[src/rtl/regfile_scb_pkg.sv]
// rtl/regfile_scb_pkg.sv - shared types and constants for the scoreboarded register file
package regfile_scb_pkg;

    localparam int DEF_XLEN  = 32;
    localparam int DEF_NREGS = 32;

    // Hard-wired zero register.
    localparam int ZERO_ADDR = 0;

    typedef enum logic [1:0] {
        CLR_IDLE  = 2'd0,
        CLR_SWEEP = 2'd1,
        CLR_DONE  = 2'd2
    } clr_state_e;

endpackage

[src/rtl/regfile_clr_fsm.sv]
// rtl/regfile_clr_fsm.sv - clear sequencer that sweeps registers 1..NREGS-1 to zero
//   clk, rst_n : clock, asynchronous active-low reset
//   clr_req    : start request, honoured only when idle
//   idle       : sequencer idle, normal writes/reserves/bypass allowed
//   sweep_en   : sweep_idx entry is being cleared this cycle
//   sweep_idx  : register currently being cleared
//   clr_busy   : sweep in progress (state decode)
//   clr_done   : one-cycle completion pulse (state decode)
import regfile_scb_pkg::*;

module regfile_clr_fsm #(
    parameter int NREGS  = DEF_NREGS,
    parameter int ADDR_W = $clog2(NREGS)
) (
    input  logic              clk,
    input  logic              rst_n,
    input  logic              clr_req,
    output logic              idle,
    output logic              sweep_en,
    output logic [ADDR_W-1:0] sweep_idx,
    output logic              clr_busy,
    output logic              clr_done
);

    localparam logic [ADDR_W-1:0] LAST_IDX  = ADDR_W'(NREGS - 1);
    localparam logic [ADDR_W-1:0] FIRST_IDX = ADDR_W'(1);

    clr_state_e        state, state_nx;
    logic [ADDR_W-1:0] idx, idx_nx;

    always_ff @(posedge clk or negedge rst_n) begin
        if (!rst_n) begin
            state <= CLR_IDLE;
            idx   <= '0;
        end else begin
            state <= state_nx;
            idx   <= idx_nx;
        end
    end

    always_comb begin
        state_nx = state;
        idx_nx   = idx;
        idle     = 1'b0;
        sweep_en = 1'b0;
        clr_busy = 1'b0;
        clr_done = 1'b0;
        case (state)
            CLR_IDLE: begin
                idle = 1'b1;
                if (clr_req) begin
                    state_nx = CLR_SWEEP;
                    idx_nx   = FIRST_IDX;
                end
            end
            CLR_SWEEP: begin
                sweep_en = 1'b1;
                clr_busy = 1'b1;
                if (idx == LAST_IDX) begin
                    state_nx = CLR_DONE;
                end else begin
                    idx_nx = idx + FIRST_IDX;
                end
            end
            CLR_DONE: begin
                clr_done = 1'b1;
                state_nx = CLR_IDLE;
            end
            default: begin
                state_nx = CLR_IDLE;
            end
        endcase
    end

    assign sweep_idx = idx;

endmodule

[src/rtl/regfile_scb.sv]
// rtl/regfile_scb.sv - 2R1W integer register file with pending scoreboard, bypass and clear sweep
//   clk, rst_n               : clock, asynchronous active-low reset
//   wr_en_i/RD_ADDR_i/data_i : writeback port (clears pending)
//   RS1/RS2_ADDR_i           : combinational read addresses
//   RS1/RS2_data_o, _pend_o  : read data and pending bit
//   rsv_en_i/rsv_addr_i      : issue-time reservation (sets pending)
//   clr_req_i                : start clear sweep
//   clr_busy_o, clr_done_o   : sweep status
import regfile_scb_pkg::*;

module regfile_scb #(
    parameter int  XLEN   = DEF_XLEN,
    parameter int  NREGS  = DEF_NREGS,
    parameter int  BYPASS = 1,
    localparam int ADDR_W = $clog2(NREGS)
) (
    input  logic              clk,
    input  logic              rst_n,
    input  logic              wr_en_i,
    input  logic [ADDR_W-1:0] RD_ADDR_i,
    input  logic [XLEN-1:0]   data_i,
    input  logic [ADDR_W-1:0] RS1_ADDR_i,
    input  logic [ADDR_W-1:0] RS2_ADDR_i,
    output logic [XLEN-1:0]   RS1_data_o,
    output logic [XLEN-1:0]   RS2_data_o,
    output logic              RS1_pend_o,
    output logic              RS2_pend_o,
    input  logic              rsv_en_i,
    input  logic [ADDR_W-1:0] rsv_addr_i,
    input  logic              clr_req_i,
    output logic              clr_busy_o,
    output logic              clr_done_o
);

    localparam logic [ADDR_W-1:0] ZERO = ADDR_W'(ZERO_ADDR);
    localparam logic              BYPASS_ON = (BYPASS != 0);

    logic [XLEN-1:0]   regs [NREGS];
    logic [NREGS-1:0]  pending;

    logic              fsm_idle;
    logic              sweep_en;
    logic [ADDR_W-1:0] sweep_idx;

    regfile_clr_fsm #(
        .NREGS  (NREGS),
        .ADDR_W (ADDR_W)
    ) u_clr_fsm (
        .clk       (clk),
        .rst_n     (rst_n),
        .clr_req   (clr_req_i),
        .idle      (fsm_idle),
        .sweep_en  (sweep_en),
        .sweep_idx (sweep_idx),
        .clr_busy  (clr_busy_o),
        .clr_done  (clr_done_o)
    );

    // Writes and reserves only act while idle; the sweep owns the array otherwise.
    logic do_wr, do_rsv;
    assign do_wr  = fsm_idle && wr_en_i  && (RD_ADDR_i  != ZERO);
    assign do_rsv = fsm_idle && rsv_en_i && (rsv_addr_i != ZERO);

    always_ff @(posedge clk or negedge rst_n) begin
        if (!rst_n) begin
            for (int i = 0; i < NREGS; i++) begin
                regs[i] <= '0;
            end
        end else if (sweep_en) begin
            regs[sweep_idx] <= '0;
        end else if (do_wr) begin
            regs[RD_ADDR_i] <= data_i;
        end
    end

    // Reserve is applied after writeback so a same-cycle new producer keeps the entry pending.
    always_ff @(posedge clk or negedge rst_n) begin
        if (!rst_n) begin
            pending <= '0;
        end else if (sweep_en) begin
            pending[sweep_idx] <= 1'b0;
        end else begin
            if (do_wr) begin
                pending[RD_ADDR_i] <= 1'b0;
            end
            if (do_rsv) begin
                pending[rsv_addr_i] <= 1'b1;
            end
        end
    end

    logic byp1, byp2;
    assign byp1 = BYPASS_ON && do_wr && (RD_ADDR_i == RS1_ADDR_i);
    assign byp2 = BYPASS_ON && do_wr && (RD_ADDR_i == RS2_ADDR_i);

    always_comb begin
        RS1_data_o = '0;
        RS1_pend_o = 1'b0;
        if (RS1_ADDR_i != ZERO) begin
            if (byp1) begin
                RS1_data_o = data_i;
            end else begin
                RS1_data_o = regs[RS1_ADDR_i];
                RS1_pend_o = pending[RS1_ADDR_i];
            end
        end
    end

    always_comb begin
        RS2_data_o = '0;
        RS2_pend_o = 1'b0;
        if (RS2_ADDR_i != ZERO) begin
            if (byp2) begin
                RS2_data_o = data_i;
            end else begin
                RS2_data_o = regs[RS2_ADDR_i];
                RS2_pend_o = pending[RS2_ADDR_i];
            end
        end
    end

endmodule

[config.mk]
export PLATFORM = sky130hd
export DESIGN_NAME = regfile_scb
export DESIGN_NICKNAME = d
export VERILOG_FILES = /design/src/rtl/regfile_scb_pkg.sv /design/src/rtl/regfile_clr_fsm.sv /design/src/rtl/regfile_scb.sv
export SDC_FILE = /design/constraint.sdc
export NUM_CORES = 2
export LEC_CHECK = 0
export BUFFER_PORTS_ARGS = -buffer_cell sky130_fd_sc_hd__buf_2
export CORE_MARGIN = 2
export CORE_UTILIZATION = 55
export CTS_BUF_LIST = sky130_fd_sc_hd__clkbuf_4 sky130_fd_sc_hd__clkbuf_8
export DETAILED_ROUTE_END_ITERATION = 6
export PLACE_DENSITY = 0.71
export REMOVE_ABC_BUFFERS = 1
export SYNTH_ARGS = -nofsm -noshare
export SYNTH_HDL_FRONTEND = slang
export SYNTH_HIERARCHICAL = 1
export SYNTH_SLANG_ARGS = --single-unit
[constraint.sdc]
create_clock -name clk -period 3 [get_ports clk]
set_input_delay 0.45 -clock clk [delete_from_list [all_inputs] [get_ports clk]]
set_output_delay 0.45 -clock clk [all_outputs]
set_load 0.01 [all_outputs]
# After elaboration in Yosys (flattened, before gate mapping)
# Cells that the tools add are included.
# word_totals
register_bits,1063
input_bits,57
out_inout_bits,68
word_cells,133
# op_classes
n_bitwise,11
mux,44
addsub,1
n_eq_ne,8
n_lt_le_gt_ge,14
n_reduce_logical,20
# op_table
operator,n
two-way mux 1024 bit,2
bitwise AND 1024 bit,1
bitwise mux 1024 bit,1
NOT 1024 bit,1
two-way mux 32 bit,14
binary-select mux 32 bit (select 5 bit),2
demux 32 bit (select 5 bit),2
bitwise AND 32 bit,2
NOT 32 bit,2
OR 32 bit,1
"< comparator 5 x 6 -> 1 bit, second input constant",5
">= comparator 6 bit, second input constant",4
NOT 5 -> 6 bit,4
nonzero test 5 bit,4
demux 1 bit (select 5 bit),3
">= comparator 5 x 1 -> 1 bit, second input constant",3
"< comparator 6 x 1 -> 1 bit, second input constant",2
two-way mux 1 bit,12
logical AND 1 bit,11
binary-select mux 1 bit (select 5 bit),2
== test 5 bit,2
two-way mux 5 bit,2
one-hot mux 5 bit (2 select lines),1
"adder 5 x 1 -> 5 bit, second input constant",1
11 further kinds,14

# Longest topological paths before layout
# logic_depth
ltp_word,11
ltp_mapped,11
ltp_nobuf,7

# Hierarchy
# Netlist, hierarchy kept.
# by_module_without_submodules
module,seq_area_each_um2,n_inst,area_each_um2,cells_each
regfile_scb,26425.3,1,55644.6,4179
regfile_clr_fsm,175.2,1,371.6,35

# Worst setup path before layout
# OpenSTA, ideal clock, no wires.
# synth_timing
path_kind,reg2out
from,register u_clr_fsm.state[0]
to,output port RS2_data_o[31]
required_ps,2550
stages_incl_launch_ff,9
t_arrival_ps,2098
n_path_buf,2
slack_ps,452
path_cell_list,dfrtp_1 -> nor2_1 -> nand2_1 -> nor4_2 -> and2_1 -> buf_2 -> buf_2 -> a21oi_1 -> o32ai_1
# synth_via
elab_chain_cells,7
# synth_rtl
element,line,rtl
start: declaration,regfile_clr_fsm.sv:28,"clr_state_e state, state_nx;"
start signal: assignment,regfile_clr_fsm.sv:36,state <= state_nx;
zero test 2 bit,regfile_clr_fsm.sv:48,case (state)
two-way mux 1 bit,regfile_clr_fsm.sv:48,
via fsm_idle,regfile_scb.sv:41,logic fsm_idle;
logical AND 1 bit (2 in a row),regfile_scb.sv:61,assign do_wr = fsm_idle && wr_en_i && (RD_ADDR_i != ZERO);
logical AND 1 bit,regfile_scb.sv:94,assign byp2 = BYPASS_ON && do_wr && (RD_ADDR_i == RS2_ADDR_i);
two-way mux 32 bit,regfile_scb.sv:113,if (byp2) begin
two-way mux 32 bit,regfile_scb.sv:112,if (RS2_ADDR_i != ZERO) begin
end: declaration,regfile_scb.sv:25,"output logic [XLEN-1:0] RS2_data_o,"
# The timed path passes the listed nets, and every way through them passes these cells.

# Worst setup path after layout
# layout_timing
from,input port RS1_ADDR_i[4]
to,output port RS1_data_o[14]
# layout_via
elab_chain_cells,6
elab_cells_between_ends,9
cone_classes,eq/ne (1); mux (5); bitwise (1); reduce/logical (2)
# layout_rtl
element,line,rtl
start: declaration,regfile_scb.sv:22,"input logic [ADDR_W-1:0] RS1_ADDR_i,"
NOT 5 -> 6 bit (implied by the code),regfile_scb.sv:103,RS1_data_o = regs[RS1_ADDR_i];
binary-select mux 32 bit (select 5 bit),regfile_scb.sv:103,
two-way mux 32 bit (implied by the code) (2 in a row),regfile_scb.sv:103,
two-way mux 32 bit,regfile_scb.sv:100,if (byp1) begin
two-way mux 32 bit (*),regfile_scb.sv:99,if (RS1_ADDR_i != ZERO) begin
end: declaration,regfile_scb.sv:24,"output logic [XLEN-1:0] RS1_data_o,"
# Every way passes the cells marked *; elsewhere a longest branch is shown, timed or not. The select of a mux whose other input is x is not followed.

==> metrics.yaml <==
yosysMostFrequentCell: "dfrtp_1"
gp_congestion: 0.959
critPathArrivalTime_ns: 2.85
grt_pass1_vias: 48200
r2r_end: "pending[10]$_DFF_PN0_"
num_rows: 117
status: "finished, violations left"
placedCellCount: 5642
rsz0062_at_grt: "yes"
clkSlewWorstSetupHoldPaths_ns: 0.06
holdWs_ns: 0.0419
synth_seq_area_share_pct: 47.5
die_y_um: 323
grt_pass1_wl_mm: 341
whs_endpoint: "regs[913]$_DFFE_PN0P_"
relSlewSlack_pct: -5.83
hold_viol_final: 0
maxCapViolCount: 1
synth_area_mm2: 0.0560
drtAntennaViolNets: 0
power.density_mw_per_mm2: 554
worst_setup_path_start_kind: "input pin"
hold_start: "data_i[17]"
firstDrtPassIters: 7
hold_depth: 2
vias: 48900
worst_slew_pin_slew_ns: 1.59
nets: 4602
async_reset_ff_share_pct: 100
die_w_um: 323
synth_cell_types: 84
clock-root-buffer: "clkbuf_8"
dp_hpwl_mm: 144
wire_per_inst_um: 39.8
dpl_worst_slack_ns: -0.206
syn_inst: 4214
area_delta_synth_final_pct: 20.2
synth_common_cells: "dfrtp_1, a22o_1, mux4_2"
grt_max_degree: 121
slew_violations: 11
synth-edff-count: 0
hp-class: "in2reg"
fmax_mhz: 303
crit_type: "in2out"
worstPathRequired_ns: 2.55
drc: 0
yosys_register_bits: 1063
worstPathMaxFanout: 9
drt_wl_total_mm: 242
final_cells: 6067
fp.dieArea_mm2: 0.104
cts_sinks: 1063
final_layout_size_suffix_gt1_share_pct: 35.8
r2r_cells: 11
drtIter0Drc: 8668
finClkSkew_ns: 0.0639
antenna_found_initial: 7
coreArea_mm2: 0.101
cp-end-kind: "output pin"
ir_drop_v: 0.000433
post-synth-top-area-cell: "dfrtp_1"
ys_warn_count: 6
io_pins: 125
start_util_pct: 55.2
rr_startpoint: "u_clr_fsm/state[0]$_DFFE_PN0P_"
grt_overflow_total: 0
finalCritPeriodShare_pct: 110
synth_top_flop_cell: "dfrtp_1"
cts_tree: "done"
cts_max_path_buffers: 3
synth_area_per_cell_um2: 13.3
yosys-top-cells-area: "dfrtp_1, mux4_2, a22o_1"
r2r_slack_ns: -0.10
power.leakage_uw: 0.0304
synth_top_area_share_pct: 47.5
setup_viol: 172
h-tree-depth: 4
track_usage_pct: 45.9
post-route-util_pct: 66.4
fin_ws_ns: -0.296
io_buffer_count: 124
cts_buffers: 178
period_needed_ns: 3.30
violations: "max-capacitance violations, max-slew violations, negative setup slack"
viasPerCell: 8.06
clkLatencyLatePin_ns: 0.92
==> power breakdown <==
group	switching, uW	internal [uW]	total [uW]	leakage (uW)
registers	581	14900	15500	0.0148
clock network	6500	8000	14500	0.00212
logic	4610	2690	7300	0.0135
total	11700	25600	37300	0.0304
==> state kept, by name, summed over array words and instances (netlist names) <==
register,count
regs,1024
pending,32
u_clr_fsm/sweep_idx,5
u_clr_fsm/state,2
==> layout make-up <==
cell class,count,area (um^2)
fill,7185,34100
sequential,1063,26600
tap,1368,1710
timing repair buffer,679,6760
multi-input combinational,2606,28200
antenna,9,22.5
clock inverter,33,314
clock buffer,294,3660
inverter,15,56.3
==> critical path, stage by stage <==
cell      delay, ns
buf_2          0.13
buf_4          0.17
buf_4          0.27
buf_4          0.31
nand2b_1       0.27
buf_4          0.18
o22ai_1        0.10
o41ai_1        0.55
o22a_4         0.29
buf_6          0.11
==> stage by stage <==
step,area (um^2),TNS [ns],total power [uW]
after global routing,67300,-15.76,38000
after global placement,61100,-2.55,22200
after floorplan,53300,-476.20,18000
final,67300,-12.71,37300
after detailed placement,61100,-2.42,22300
after CTS,66300,-8.31,36600
==> what timing repair did <==
action                                  CTS  global route
setup buffers                            48            25
cloned                                    3             5
hold buffers                             14             0
endpoints found under the setup margin   65           129
hold endpoints to repair                239             0
pin swaps                                45            31
resized for setup                       143           152
==> layer usage <==
layer | vias to the layer above | wire (um) | GRT usage [%]
met3 | 1352 | 41700 | 22.2
met5 | - | 163 | 0
li1 | 17700 | - | -
met2 | 5231 | 97700 | 61.3
met1 | 24500 | 81000 | 58.3
met4 | 8 | 21200 | 32.2
==> how the worst max path moves through the flow <==
stage                                   startpoint                    end  slack, ns  depth (start not counted)
floorplan           u_clr_fsm/state[0]$_DFFE_PN0P_  pending[14]$_DFF_PN0_      -0.66                          7
CTS                          regs[482]$_DFFE_PN0P_          RS2_data_o[2]      -0.27                          5
detailed placement                   RS2_ADDR_i[4]         RS2_data_o[27]      -0.21                          9
global route        u_clr_fsm/state[0]$_DFFE_PN0P_         RS2_data_o[23]      -0.33                         10
global placement                     RS2_ADDR_i[4]         RS2_data_o[25]      -0.25                          9
finish                               RS1_ADDR_i[4]         RS1_data_o[14]      -0.30                         10
==> cells by family (layout without fill, tap and decap cells) <==
kind of cell,count (synthesis),in the layout,synth area share [%]
and+or+nand+nor,431,431,4.24
AOI/OAI and AO/OA,1514,1515,21.9
xor gates and xnor gates,10,10,0.156
other,0,9,0
buffers and inverters,546,1021,5.02
adders and majority gates,2,2,0.0447
DFF,1063,1063,47.5
muxes,648,648,21.2
==> placed cells by master (no fill, tap or decap), types with 37 or more instances in the layout <==
master    synthesis  routed
a22o_1         1022    1022
and2_1           39      38
buf_12           11     122
buf_2            80      99
buf_4            34     391
buf_6            29      37
clkbuf_4          1      61
clkbuf_8          0     234
dfrtp_1        1063    1062
mux2_2           39      37
mux2i_1         183     178
mux4_2          424     425
nand2_1          75      60
nor2_1           95      64
o22ai_1         153     141
Note: power is estimated with default switching activity, not from simulation.
